## config.mk

```make
export PLATFORM = sky130hd
export DESIGN_NAME = load_store_unit
export DESIGN_NICKNAME = d
export VERILOG_FILES = /design/src/rtl/lsu_pkg.sv /design/src/rtl/lsu_align.sv /design/src/rtl/load_store_unit.sv
export SDC_FILE = /design/constraint.sdc
export NUM_CORES = 1
export LEC_CHECK = 0
export BUFFER_PORTS_ARGS = -buffer_cell sky130_fd_sc_hd__buf_4
export CORE_UTILIZATION = 55
export CTS_BUF_LIST = sky130_fd_sc_hd__clkbuf_2
export DETAILED_ROUTE_END_ITERATION = 6
export PLACE_DENSITY = 0.88
export SLEW_MARGIN = 25
export SYNTH_ARGS = -nofsm -noshare
export SYNTH_HDL_FRONTEND = slang
export SYNTH_SLANG_ARGS = --single-unit
```

## constraint.sdc

```tcl
create_clock -name clk -period 3.8 [get_ports clk]
set_input_delay 0.76 -clock clk [delete_from_list [all_inputs] [get_ports clk]]
set_output_delay 0.76 -clock clk [all_outputs]
set_load 0.05 [all_outputs]
```

## src/rtl/lsu_pkg.sv

```systemverilog
// Shared funct3 codes, FSM state type and lane helpers for the rv32i load/store unit.
package lsu_pkg;

   localparam logic [2:0] F3_B  = 3'b000;
   localparam logic [2:0] F3_H  = 3'b001;
   localparam logic [2:0] F3_W  = 3'b010;
   localparam logic [2:0] F3_BU = 3'b100;
   localparam logic [2:0] F3_HU = 3'b101;

   typedef enum logic [1:0] {
      IDLE,
      REQ,
      WAIT,
      DONE
   } lsu_state_e;

   // Byte enables: byte and half rotate by the low address bits, anything else is a full word
   function automatic logic [3:0] be_gen(input logic [2:0] f3, input logic [1:0] off);
      logic [3:0] be;
      case (f3)
         F3_B:    be = 4'b0001 << off;
         F3_H:    be = 4'b0011 << {off[1], 1'b0};
         F3_W:    be = 4'b1111;
         default: be = 4'b1111;
      endcase
      return be;
   endfunction

   // Stores decode width from the exact funct3, loads from funct3[1:0]
   function automatic logic is_misaligned(input logic we, input logic [2:0] f3,
                                          input logic [1:0] off);
      logic half;
      logic word;
      half = we ? (f3 == F3_H) : (f3[1:0] == 2'b01);
      word = we ? ((f3 != F3_B) && (f3 != F3_H)) : f3[1];
      return (half & off[0]) | (word & (off != 2'b00));
   endfunction

endpackage

```

## src/rtl/lsu_align.sv

```systemverilog
// Combinational lane logic: load byte/half extraction with sign/zero extension,
// store data replication and byte-enable generation.
module lsu_align
   import lsu_pkg::*;
#(
   parameter int unsigned XLEN = 32
) (
   input  logic [2:0]      ld_func_3,
   input  logic [1:0]      ld_off,
   input  logic [XLEN-1:0] ld_word,
   input  logic [2:0]      st_func_3,
   input  logic [1:0]      st_off,
   input  logic [XLEN-1:0] st_data,
   output logic [XLEN-1:0] ld_data_c,
   output logic [XLEN-1:0] st_data_c,
   output logic [3:0]      st_be_c
);

   localparam int unsigned LANES = XLEN / 8;

   logic [7:0]  ld_byte;
   logic [15:0] ld_half;

   assign ld_byte = ld_word[{ld_off, 3'b000} +: 8];
   assign ld_half = ld_word[{ld_off[1], 4'b0000} +: 16];

   always_comb begin
      ld_data_c = ld_word;
      case (ld_func_3)
         F3_B:    ld_data_c = {{(XLEN-8){ld_byte[7]}}, ld_byte};
         F3_BU:   ld_data_c = {{(XLEN-8){1'b0}}, ld_byte};
         F3_H:    ld_data_c = {{(XLEN-16){ld_half[15]}}, ld_half};
         F3_HU:   ld_data_c = {{(XLEN-16){1'b0}}, ld_half};
         F3_W:    ld_data_c = ld_word;
         default: ld_data_c = ld_word;
      endcase
   end

   always_comb begin
      st_data_c = st_data;
      case (st_func_3)
         F3_B:    st_data_c = {LANES{st_data[7:0]}};
         F3_H:    st_data_c = {(LANES/2){st_data[15:0]}};
         default: st_data_c = st_data;
      endcase
   end

   assign st_be_c = be_gen(st_func_3, st_off);

endmodule

```

## src/rtl/load_store_unit.sv

```systemverilog
// rv32i data-memory stage: req/gnt/rvalid handshake with core stall and timeout abort.
// Define LSU_MISALIGN_TRAP_EN to trap misaligned accesses instead of truncating the address.
module load_store_unit
   import lsu_pkg::*;
#(
   parameter int unsigned XLEN     = 32,
   parameter int unsigned MAX_WAIT = 16
) (
   input  logic            clk,
   input  logic            rst_n,
   input  logic            mem_read,
   input  logic            mem_write,
   input  logic [2:0]      func_3,
   input  logic [XLEN-1:0] addr,
   input  logic [XLEN-1:0] wdata,
   output logic            stall,
   output logic [XLEN-1:0] rdata,
   output logic            bus_err,
   output logic            misaligned,
   output logic            dmem_req,
   output logic            dmem_we,
   output logic [3:0]      dmem_be,
   output logic [XLEN-1:0] dmem_addr,
   output logic [XLEN-1:0] dmem_wdata,
   input  logic            dmem_gnt,
   input  logic            dmem_rvalid,
   input  logic [XLEN-1:0] dmem_rdata
);

   localparam int unsigned CNT_W = $clog2(MAX_WAIT);

   lsu_state_e       state_q, state_d;
   logic [CNT_W-1:0] cnt_q;
   logic [2:0]       f3_q;
   logic [1:0]       off_q;
   logic             we_q;
   logic             access, trap, timeout;
   logic [XLEN-1:0]  ld_data_c, st_data_c;
   logic [3:0]       st_be_c;

   assign access  = mem_read | mem_write;
   assign timeout = (cnt_q == CNT_W'(MAX_WAIT - 1));
   assign stall   = access & (state_q != DONE);

`ifdef LSU_MISALIGN_TRAP_EN
   assign trap = access & is_misaligned(mem_write, func_3, addr[1:0]);
`else
   assign trap = 1'b0;
`endif

   // Stores take their lanes from the live inputs; loads extract with the latched offset
   lsu_align #(.XLEN(XLEN)) u_align (
      .ld_func_3 (f3_q),
      .ld_off    (off_q),
      .ld_word   (dmem_rdata),
      .st_func_3 (func_3),
      .st_off    (addr[1:0]),
      .st_data   (wdata),
      .ld_data_c (ld_data_c),
      .st_data_c (st_data_c),
      .st_be_c   (st_be_c)
   );

   always_ff @(posedge clk or negedge rst_n) begin
      if (!rst_n) state_q <= IDLE;
      else        state_q <= state_d;
   end

   always_comb begin
      state_d = state_q;
      case (state_q)
         IDLE:    if (access) state_d = trap ? DONE : REQ;
         REQ: begin
            if (dmem_gnt)     state_d = we_q ? DONE : WAIT;
            else if (timeout) state_d = DONE;
         end
         WAIT:    if (dmem_rvalid || timeout) state_d = DONE;
         DONE:    state_d = IDLE;
         default: state_d = IDLE;
      endcase
   end

   always_ff @(posedge clk or negedge rst_n) begin
      if (!rst_n) begin
         cnt_q      <= '0;
         f3_q       <= '0;
         off_q      <= '0;
         we_q       <= 1'b0;
         dmem_req   <= 1'b0;
         dmem_we    <= 1'b0;
         dmem_be    <= '0;
         dmem_addr  <= '0;
         dmem_wdata <= '0;
         rdata      <= '0;
         bus_err    <= 1'b0;
         misaligned <= 1'b0;
      end else begin
         bus_err    <= 1'b0;
         misaligned <= 1'b0;
         // Wait counter restarts on every state change, so REQ and WAIT each get MAX_WAIT cycles
         if (state_d != state_q)                     cnt_q <= '0;
         else if (state_q == REQ || state_q == WAIT) cnt_q <= cnt_q + CNT_W'(1);
         case (state_q)
            IDLE: if (access) begin
               f3_q  <= func_3;
               off_q <= addr[1:0];
               we_q  <= mem_write;
               if (trap) begin
                  misaligned <= 1'b1;
                  if (!mem_write) rdata <= '0;
               end else begin
                  dmem_req   <= 1'b1;
                  dmem_we    <= mem_write;
                  dmem_be    <= st_be_c;
                  dmem_addr  <= {addr[XLEN-1:2], 2'b00};
                  dmem_wdata <= st_data_c;
               end
            end
            REQ: if (dmem_gnt || timeout) begin
               dmem_req <= 1'b0;
               if (!dmem_gnt) begin
                  bus_err <= 1'b1;
                  if (!we_q) rdata <= '0;
               end
            end
            WAIT: begin
               if (dmem_rvalid) rdata <= ld_data_c;
               else if (timeout) begin
                  bus_err <= 1'b1;
                  rdata   <= '0;
               end
            end
            default: ;
         endcase
      end
   end

endmodule

```

==> results of run 1 <==
==> layout make-up <==
cell class,instances,area (um2),area share (%)
clock buffer,9,45.0,0.625
clock inverter,6,85.1,1.18
inverter,6,22.5,0.313
multi-input combinational,438,2480,34.5
sequential,112,2800,38.9
tap,133,166,2.31
timing repair buffer,213,1600,22.2
==> cells in the mapped netlist, types with 2 or more instances <==
cell type | count | area (um2)
xor2_1 | 2 | 17.5
nand4_1 | 4 | 25.0
mux2_2 | 2 | 22.5
and3_1 | 3 | 18.8
o211ai_1 | 2 | 15.0
buf_4 | 3 | 22.5
nor2b_1 | 2 | 12.5
mux4_2 | 2 | 45.0
o221ai_1 | 7 | 61.3
o22ai_1 | 7 | 43.8
mux2i_1 | 35 | 350
a31oi_1 | 14 | 87.6
a221o_1 | 6 | 60.1
a211oi_1 | 14 | 105
nor2_2 | 2 | 12.5
dfrtp_1 | 112 | 2800
nand2_1 | 182 | 683
a21o_1 | 2 | 15.0
nor2_1 | 19 | 71.3
a21oi_1 | 21 | 105
nor3_1 | 7 | 35.0
inv_1 | 6 | 22.5
a311oi_1 | 2 | 17.5
buf_1 | 2 | 7.51
and2_1 | 9 | 56.3
clkbuf_1 | 27 | 101
o31ai_1 | 7 | 52.6
nand2b_1 | 8 | 50.1
ha_1 | 6 | 75.1
o21ai_0 | 53 | 265
buf_2 | 10 | 50.1
==> metal layers <==
metal | GRT usage (%) | wire (um) | up-vias
li1 | - | - | 2433
met1 | 36.2 | 5810 | 2417
met2 | 51.7 | 7730 | 282
met3 | 6.76 | 1380 | 54
met4 | 15.7 | 608 | 0
met5 | 0 | 0 | -
==> power by group <==
part / leakage [nW] / switching, mW / internal [mW]
Sequential: 1.39 / 0.420 / 1.72
Clock: 0.0754 / 0.383 / 0.212
Combinational: 2.12 / 3.00 / 1.31
==> worst reg2reg max path, cell delays in order (launching register included) <==
cell	delay, ps
dfrtp_1	540
inv_1	130
ha_1	290
nand2b_1	140
a21o_1	520
nand2_1	470
o41ai_1	450
==> cells in the final DEF (no fill, tap or decap), drive strengths merged, types with 3 or more instances in the layout <==
cell type / netlist / final
buf: 16 / 213
nand2: 182 / 182
dfrtp: 112 / 112
o21ai: 54 / 54
mux2i: 35 / 35
a21oi: 21 / 21
nor2: 21 / 21
a211oi: 14 / 14
a31oi: 14 / 14
and2: 9 / 9
clkbuf: 27 / 9
nand2b: 8 / 8
nor3: 8 / 8
o31ai: 7 / 7
o221ai: 7 / 7
o22ai: 7 / 7
inv: 6 / 6
a221o: 6 / 6
ha: 6 / 6
nand4: 4 / 4
and3: 3 / 3
conb: 1 / 3
mux2: 3 / 3
clkinv: 0 / 3
==> flip-flops by register name (all words and copies together) (netlist names) <==
signal / count
off_q: 2
state_q: 2
dmem_addr: 30
dmem_be: 4
dmem_req: 1
f3_q: 3
bus_err: 1
rdata: 32
dmem_wdata: 32
cnt_q: 4
dmem_we: 1
==> logic make-up after synthesis <==
logic type | after synthesis | synth area share, %
xor gates and xnor gates | 3 | 0.480
adders and majority gates | 6 | 1.37
muxes | 40 | 7.91
buffers and inverters | 49 | 3.93
DFF | 112 | 51.2
and+or+nand+nor | 243 | 18.7
AOI/OAI and AO/OA | 143 | 16.3
other | 1 | 0.0686
==> stage by stage <==
stage	cell area (um2)	setup WS, ps	power (mW)	instances
2_1_floorplan	5480	1600	5.14	599
3_3_place_gp	7070	1360	6.32	902
3_5_place_dp	7070	1280	6.46	902
4_1_cts	7200	1250	7.05	917
5_1_grt	7200	1100	7.44	917
6_report	7200	1170	7.04	917
==> worst paths after layout <==
| path | from | depth (start not counted) | slack (ps) | to |
|---|---|---|---|---|
| setup / recovery | state_q[0] | 6 | 1170 | rdata[7] |
| min in group clk | addr[18] | 3 | 330 | dmem_addr[18] |
| max in group asynchronous | rst_n | 2 | 2820 | dmem_addr[20] |
| hold reg to reg | dmem_addr[7] | 2 | 520 | dmem_addr[7] |
| setup reg to reg | state_q[0] | 6 | 1170 | rdata[7] |
| hold / removal | rst_n | 1 | 60 | bus_err |
==> impl_metrics.json, run 1 <==
{
  "drt-initial-drc-count": 279,
  "antenna_found_initial": 0,
  "cts.repair.resized": 0,
  "design.core.area_um2": 9680,
  "firstDrtPassIters": 6,
  "min_path_type": "in -> async",
  "cp_num_buf_inv": 1,
  "relSlewSlack_pct": 35.1,
  "postSynthCellCount": 597,
  "ys.flop_type": "dfrtp_1",
  "clock.fmax_mhz": 381,
  "cts_tree": "done",
  "grt_usage_pct": 30.4,
  "crit_type": "reg -> reg",
  "peakVddDrop_mv": 0.727,
  "clk_latency_ps": 580,
  "tightest_slew_ps": 973,
  "syn_area_um2": 5470,
  "syn_to_final_growth_pct": 31.7,
  "dieWidth_um": 102,
  "path_cells": "inv_1 -> ha_1 -> nand2b_1 -> a21o_1 -> nand2_1 -> o41ai_1",
  "vias": 5186,
  "insertedDiodeCount": 0,
  "rsz0062_at_grt": "false",
  "grt_overflow_total": 0,
  "p_per_area_nw_per_um2": 978,
  "initial_utilization_pct": 56.5,
  "ys_seq_elements": 112,
  "critPathSlowestCell": "dfrtp_1",
  "utilization_pct": 74.4,
  "yosys_warnings": 0,
  "cp_top_family": "compound AO/OA/AOI/OAI gates",
  "holdBufCountCts": 0,
  "die_area_um2": 10300,
  "hold_viol_final": 0,
  "final.min_clock_period_ps": 2630,
  "synth_cell_types": 50,
  "hold_slack_ps": 58.8,
  "crit_path_start_kind": "register",
  "final_layout_size_suffix_gt1_share_pct": 30.4,
  "clk_pin_slew_ps": 280,
  "viasPerCell": 5.66,
  "slew_violations": 0,
  "grt_pass1_wl_um": 24000,
  "clockBufferDepth": 2,
  "grt_pass1_vias": 5019,
  "htree_levels": 3,
  "dpl.hpwl_um": 11600,
  "die_h_um": 102,
  "finalCritPeriodShare_pct": 69.1,
  "seq_area_frac_synth_pct": 51.2,
  "crit_fanout": 18,
  "finalSetupTns_ps": 0,
  "n_fill_cell": 740,
  "arrival_ps": 3110,
  "synth_edf_count": 0,
  "root_buffer": "clkbuf_2",
  "ios": 210,
  "numCtsBuffers": 9,
  "routed_wl_um": 15500,
  "status": "complete, no violations",
  "gp_congestion": 0.946,
  "cts_sinks": 112,
  "setup_violations": 0,
  "postRouteAntennaNets": 0,
  "nets": 891,
  "p_leak_nw": 3.59,
  "crit_required_ps": 4290,
  "drv_cap": 0,
  "async_reset_ff_share_pct": 100,
  "slowest_delay_ps": 540,
  "io_buffers": 206,
  "clock_skew_ps": 27.1,
  "post-cts-setup-buffers": 0,
  "grt_max_degree": 80,
  "end_kind": "register",
  "drcViolationCount": 0,
  "wl_per_cell_um": 16.9,
  "avgSynthCellArea_um2": 9.16,
  "rows": 36
}
Power figures use the tool's default switching activity.
==> run 2: changes to the inputs <==
--- a/config.mk
+++ b/config.mk
@@ -5,11 +5,12 @@
 export SDC_FILE = /design/constraint.sdc
 export NUM_CORES = 1
 export LEC_CHECK = 0
+export ABC_AREA = 1
 export BUFFER_PORTS_ARGS = -buffer_cell sky130_fd_sc_hd__buf_4
-export CORE_UTILIZATION = 55
+export CORE_UTILIZATION = 51
 export CTS_BUF_LIST = sky130_fd_sc_hd__clkbuf_2
 export DETAILED_ROUTE_END_ITERATION = 6
-export PLACE_DENSITY = 0.88
+export PLACE_DENSITY = 0.83
 export SLEW_MARGIN = 25
 export SYNTH_ARGS = -nofsm -noshare
 export SYNTH_HDL_FRONTEND = slang
==> constraint.sdc (replaced) <==
create_clock -name clk -period 2.8 [get_ports clk]
set_input_delay 0.56 -clock clk [delete_from_list [all_inputs] [get_ports clk]]
set_output_delay 0.56 -clock clk [all_outputs]
set_load 0.05 [all_outputs]
==> impl_metrics.json, run 2 <==
{
  "grt_pass1_wl_um": 24200,
  "min_path_type": "in -> reg",
  "r2r_start": "state_q[0]",
  "synth_cell_types": 38,
  "use_met1_pct": 34.0,
  "root_buffer": "clkbuf_2",
  "syn_to_final_growth_pct": 30.6,
  "htree_levels": 3,
  "ios": 210,
  "vias": 5231,
  "crit_fanout": 45,
  "power_frac_seq_pct": 31.1,
  "final_common_cell": "nand2_1",
  "min_from": "addr[30]",
  "hold_viol_final": 0,
  "relSlewSlack_pct": 56.4,
  "yosys_warnings": 0,
  "setup_violations": 0,
  "drcViolationCount": 1,
  "cts_sinks": 112,
  "ys_seq_elements": 112,
  "insertedDiodeCount": 0,
  "tightest_slew_ps": 654,
  "finalSetupTns_ps": 0,
  "drt-initial-drc-count": 273,
  "postRouteAntennaNets": 0,
  "clock_skew_ps": 27.2,
  "layout.cells.non_filler": 984,
  "power_frac_comb_pct": 61.9,
  "busiest_layer": "met2",
  "crit_required_ps": 3350,
  "p_leak_nw": 3.90,
  "clockBufferDepth": 2,
  "synth_most_common_cell": "nand2_1",
  "min_to": "dmem_addr[30]",
  "syn_area_um2": 5440,
  "drv_cap": 0,
  "cts.repair.resized": 0,
  "grt_pass1_vias": 4978,
  "seq_area_frac_synth_pct": 51.5,
  "clk_latency_ps": 600,
  "numCtsBuffers": 9,
  "clock.fmax_mhz": 440,
  "ff2ff_path_depth": 9,
  "p_per_area_nw_per_um2": 1250,
  "ys.flop_type": "dfrtp_1",
  "avgSynthCellArea_um2": 8.38,
  "p_switching_mw": 4.99,
  "yosysTopAreaCell": "dfrtp_1",
  "cts_tree": "done",
  "slew_violations": 0,
  "r2r-end": "dmem_wdata[21]",
  "hold_depth": 3,
  "rsz0062_at_grt": "false",
  "nets": 955,
  "end_kind": "register",
  "clk_pin_slew_ps": 290,
  "synth_commonest_cells": "nand2_1 (296), dfrtp_1 (112), nor2_1 (34), o21ai_0 (34)",
  "gp_congestion": 0.904,
  "die_h_um": 105,
  "finalCritPeriodShare_pct": 81.2,
  "violations": "DRC",
  "grt_max_degree": 50,
  "viasPerCell": 5.32,
  "antenna_found_initial": 0,
  "postSynthCellCount": 650,
  "path_cells": "inv_1 -> ha_1 -> inv_2 -> nor2_4 -> buf_4 -> nand2_1 -> nand2_1 -> o21ai_0 -> nand2_1",
  "crit_path_start_kind": "register",
  "final_layout_size_suffix_gt1_share_pct": 31.5,
  "sw_frac_of_total_pct": 56.0,
  "r2r_slack_ps": 530,
  "reg.largest.list": "dmem_wdata (32), rdata (32), dmem_addr (30)",
  "arrival_ps": 2820,
  "synthTopCellsByArea": "dfrtp_1 (51%), nand2_1 (20%), o211ai_2 (4.6%)",
  "slowest_delay_ps": 520,
  "async_reset_ff_share_pct": 100,
  "io_buffers": 206,
  "routed_wl_um": 14800,
  "final.min_clock_period_ps": 2270,
  "dp.cells": 968,
  "use_met3_pct": 7.48,
  "grt_usage_pct": 27.5,
  "power.internal_mw": 3.92,
  "synth_edf_count": 0,
  "firstDrtPassIters": 7,
  "dieWidth_um": 105,
  "grt_overflow_total": 0,
  "critPathMostFrequentCell": "nand2_1",
  "clkPwrFrac_pct": 7.0,
  "critPathSlowestCell": "dfrtp_1",
  "crit_type": "reg -> reg",
  "die_area_um2": 11100,
  "final_cell_mix": "nand2_1 (296), buf_4 (212), dfrtp_1 (112), nor2_1 (34), o21ai_0 (34)",
  "initial_utilization_pct": 52.7,
  "use_met2_pct": 46.3,
  "startpoint": "state_q[0]",
  "status": "complete, but fails checks",
  "wl_per_cell_um": 15.1,
  "hold_slack_ps": 129,
  "rows": 37,
  "design.core.area_um2": 10300,
  "peakVddDrop_mv": 0.847,
  "netlist.area_leader.share_pct": 51.5,
  "dpl.hpwl_um": 11100
}
## run 2: layer usage
metal	vias to the layer above	share of wire, %	wire length, um
met5	-	0	0
met4	0	2.4	361
met1	2473	39	5810
met3	31	8.6	1270
met2	245	50	7410
li1	2482	-	-
## run 2: cell type report
| type | instances | area (um2) |
|---|---|---|
| clock buffer | 9 | 45.0 |
| clock inverter | 6 | 35.0 |
| fill | 831 | 3210 |
| inverter | 25 | 101 |
| multi-input combinational | 482 | 2340 |
| sequential | 112 | 2800 |
| tap | 136 | 170 |
| timing repair buffer | 214 | 1620 |
## run 2: power groups by stage
stage,Combinational (mW),Sequential [mW],Clock (mW)
finish,5.52,2.77,0.626
global route,5.88,2.85,0.713
CTS,5.53,2.77,0.656
detailed placement,5.52,2.79,0
global placement,5.42,2.76,0
floorplan,1.91,4.77,0
## run 2: worst max-delay path, delay by kind of cell, from the launching register on
| family | cells | cell delay, ps |
|---|---|---|
| AND/OR/NAND/NOR | 4 | 660 |
| flip-flops | 1 | 520 |
| AO/OA/AOI/OAI | 1 | 110 |
| buffers and inverters | 3 | 640 |
| adder cells (fa/ha/maj) | 1 | 270 |
## run 2: worst max path at each step
stage | to | slack [ps] | cells after the start
final | dmem_wdata[21] | 530 | 9
after global routing | dmem_wdata[21] | 320 | 9
after CTS | stall | 530 | 3
after detailed placement | dmem_wdata[21] | 630 | 9
after global placement | dmem_wdata[27] | 800 | 8
after floorplan | stall | 970 | 2
## run 2: cells by family after synthesis
logic type	after synthesis	synth area share [%]
compound gates	111	14.0
simple gates	358	26.6
flops	112	51.5
buf+inv	58	5.84
fa+ha+maj	6	1.38
other cells	1	0.0689
xor+xnor	3	0.483
mux	1	0.184
## run 2: per-stage QoR
step | setup WS (ps) | instance area, um2 | total power, mW | utilization (%)
CTS | 526 | 7110 | 8.95 | 68.9
floorplan | 969 | 5450 | 6.69 | -
global route | 323 | 7110 | 9.45 | 68.9
finish | 526 | 7110 | 8.92 | 68.9
global placement | 802 | 7020 | 8.18 | 68.0
detailed placement | 630 | 7020 | 8.32 | 68.0
## run 2: timing repair
| action | in CTS | in global routing |
|---|---|---|
| buffers inserted | 0 | 0 |
| hold buffers | 1 | 0 |
| endpoints found under the hold margin | 47 | 0 |
==> run 3: changes to the inputs <==
==> constraint.sdc (replaced) <==
create_clock -name clk -period 2.1 [get_ports clk]
set_input_delay 0.42 -clock clk [delete_from_list [all_inputs] [get_ports clk]]
set_output_delay 0.42 -clock clk [all_outputs]
set_load 0.05 [all_outputs]
==> impl_metrics.json, run 3 (synthesis results as in run 2) <==
{
  "grt_overflow_total": 0,
  "clock_skew_ps": 43.2,
  "grt_pass1_vias": 5870,
  "grt_pass1_wl_um": 28500,
  "vias": 5820,
  "crit_path_start_kind": "input port",
  "final_common_cell": "nand2_1",
  "crit_fanout": 4,
  "fin_ws_ps": 59.5,
  "rows": 37,
  "p_per_area_nw_per_um2": 1550,
  "initial_utilization_pct": 52.7,
  "io_buffers": 206,
  "syn_to_final_growth_pct": 48.6,
  "sw_frac_of_total_pct": 56.1,
  "postRouteAntennaNets": 0,
  "grt_usage_pct": 33.0,
  "clock.fmax_mhz": 490,
  "die_h_um": 105,
  "firstDrtPassIters": 6,
  "tightest_slew_ps": 536,
  "routed_wl_um": 18300,
  "finalPower_mw": 12.6,
  "rsz0062_at_grt": "true",
  "clk_latency_ps": 660,
  "finalSetupTns_ps": 0,
  "peakVddDrop_mv": 1.08,
  "final_cell_mix": "nand2_1 (295), buf_4 (213), dfrtp_1 (111), dlygate4sd3_1 (86), o21ai_0 (34)",
  "setup_violations": 0,
  "status": "complete, no violations",
  "power.internal_mw": 5.51,
  "wl_per_cell_um": 17.0,
  "dieWidth_um": 105,
  "crit_required_ps": 1680,
  "finalCritPeriodShare_pct": 97.2,
  "power_frac_comb_pct": 62.4,
  "clk_pin_slew_ps": 300,
  "cts_sinks": 112,
  "hold_viol_final": 0,
  "p_switching_mw": 7.05,
  "grt_max_degree": 70,
  "nets": 1046,
  "gp_congestion": 0.870,
  "crit_type": "in -> out",
  "power_frac_seq_pct": 29.7,
  "layout.cells.non_filler": 1076,
  "pre_cts_slack_ps": 163,
  "min_path_type": "in -> reg",
  "dp.cells": 970,
  "clockBufferDepth": 2,
  "drt-initial-drc-count": 417,
  "ios": 210,
  "clkPwrFrac_pct": 7.9,
  "dpl.hpwl_um": 11300,
  "insertedDiodeCount": 0,
  "design.core.area_um2": 10300,
  "final.min_clock_period_ps": 2040,
  "antenna_found_initial": 0,
  "drcViolationCount": 0,
  "relSlewSlack_pct": 64.3,
  "end_kind": "primary output",
  "drv_cap": 0,
  "slew_violations": 0,
  "die_area_um2": 11100,
  "p_leak_nw": 4.31,
  "cts_tree": "done",
  "viasPerCell": 5.41,
  "numCtsBuffers": 9,
  "root_buffer": "clkbuf_2",
  "arrival_ps": 1620,
  "final_layout_size_suffix_gt1_share_pct": 29.8,
  "htree_levels": 3,
  "utilization_pct": 78.3,
  "reg.largest.list": "dmem_wdata (32), rdata (32), dmem_addr (30)"
}
[run 3: cell types whose count changed in the layout (fill, tap and decap cells not counted), moves of 2 or more]
cell	change
buf_12	+3
buf_6	+2
clkinv_1	-2
dlygate4sd3_1	+85
inv_8	+2
[run 3: metal layers]
layer	track usage [%]	wire length (um)	part of all wire, %
met5	0	0	0
met2	58.1	9430	52
met1	38.3	6830	37
met4	14.9	673	3.7
met3	7.67	1320	7.2
[run 3: layout make-up]
cell class	count	area, um2
Fill cell	667	2240
Sequential cell	112	2800
Multi-Input combinational cell	482	2340
Clock inverter	7	61.3
Inverter	25	101
Clock buffer	9	45.0
Tap cell	136	170
Timing Repair Buffer	305	2560
[run 3: final timing paths]
kind	from	to	slack [ps]	depth (start not counted)
setup reg to reg	state_q[0]	rdata[20]	150	9
max in group asynchronous	rst_n	cnt_q[0]	1360	3
hold reg to reg	dmem_addr[15]	dmem_addr[15]	520	2
setup / recovery	mem_write	stall	60	5
hold / removal	dmem_rdata[20]	rdata[20]	10	3
min in group asynchronous	rst_n	rdata[29]	240	3
[run 3: power groups by stage]
stage	combinational, mW	sequential, mW	clock (mW)
global placement	7.32	3.69	0
finish	7.84	3.74	0.989
detailed placement	7.48	3.73	0
floorplan	2.55	6.37	0
CTS	7.67	3.68	0.988
global route	8.30	3.82	1.08
[run 3: stage by stage]
| step | instance area (um2) | hold slack, ps |
|---|---|---|
| floorplan | 5450 | 124 |
| global placement | 7070 | 454 |
| global route | 8090 | 4.82 |
| detailed placement | 7070 | 460 |
| CTS | 8040 | 8.15 |
| finish | 8090 | 10.1 |
[run 3: worst max-delay path, cell delays in order]
cell	delay, ps
dlygate4sd3_1	540
buf_4	140
nor2_2	270
nor2_2	80
buf_6	160
[run 3: repair_timing]
item,in CTS,in global routing
buffers inserted,3,1
pin swaps,0,2
resized for setup,1,5
setup endpoints to repair,1,10
hold buffers,83,3
endpoints found under the hold margin,193,3
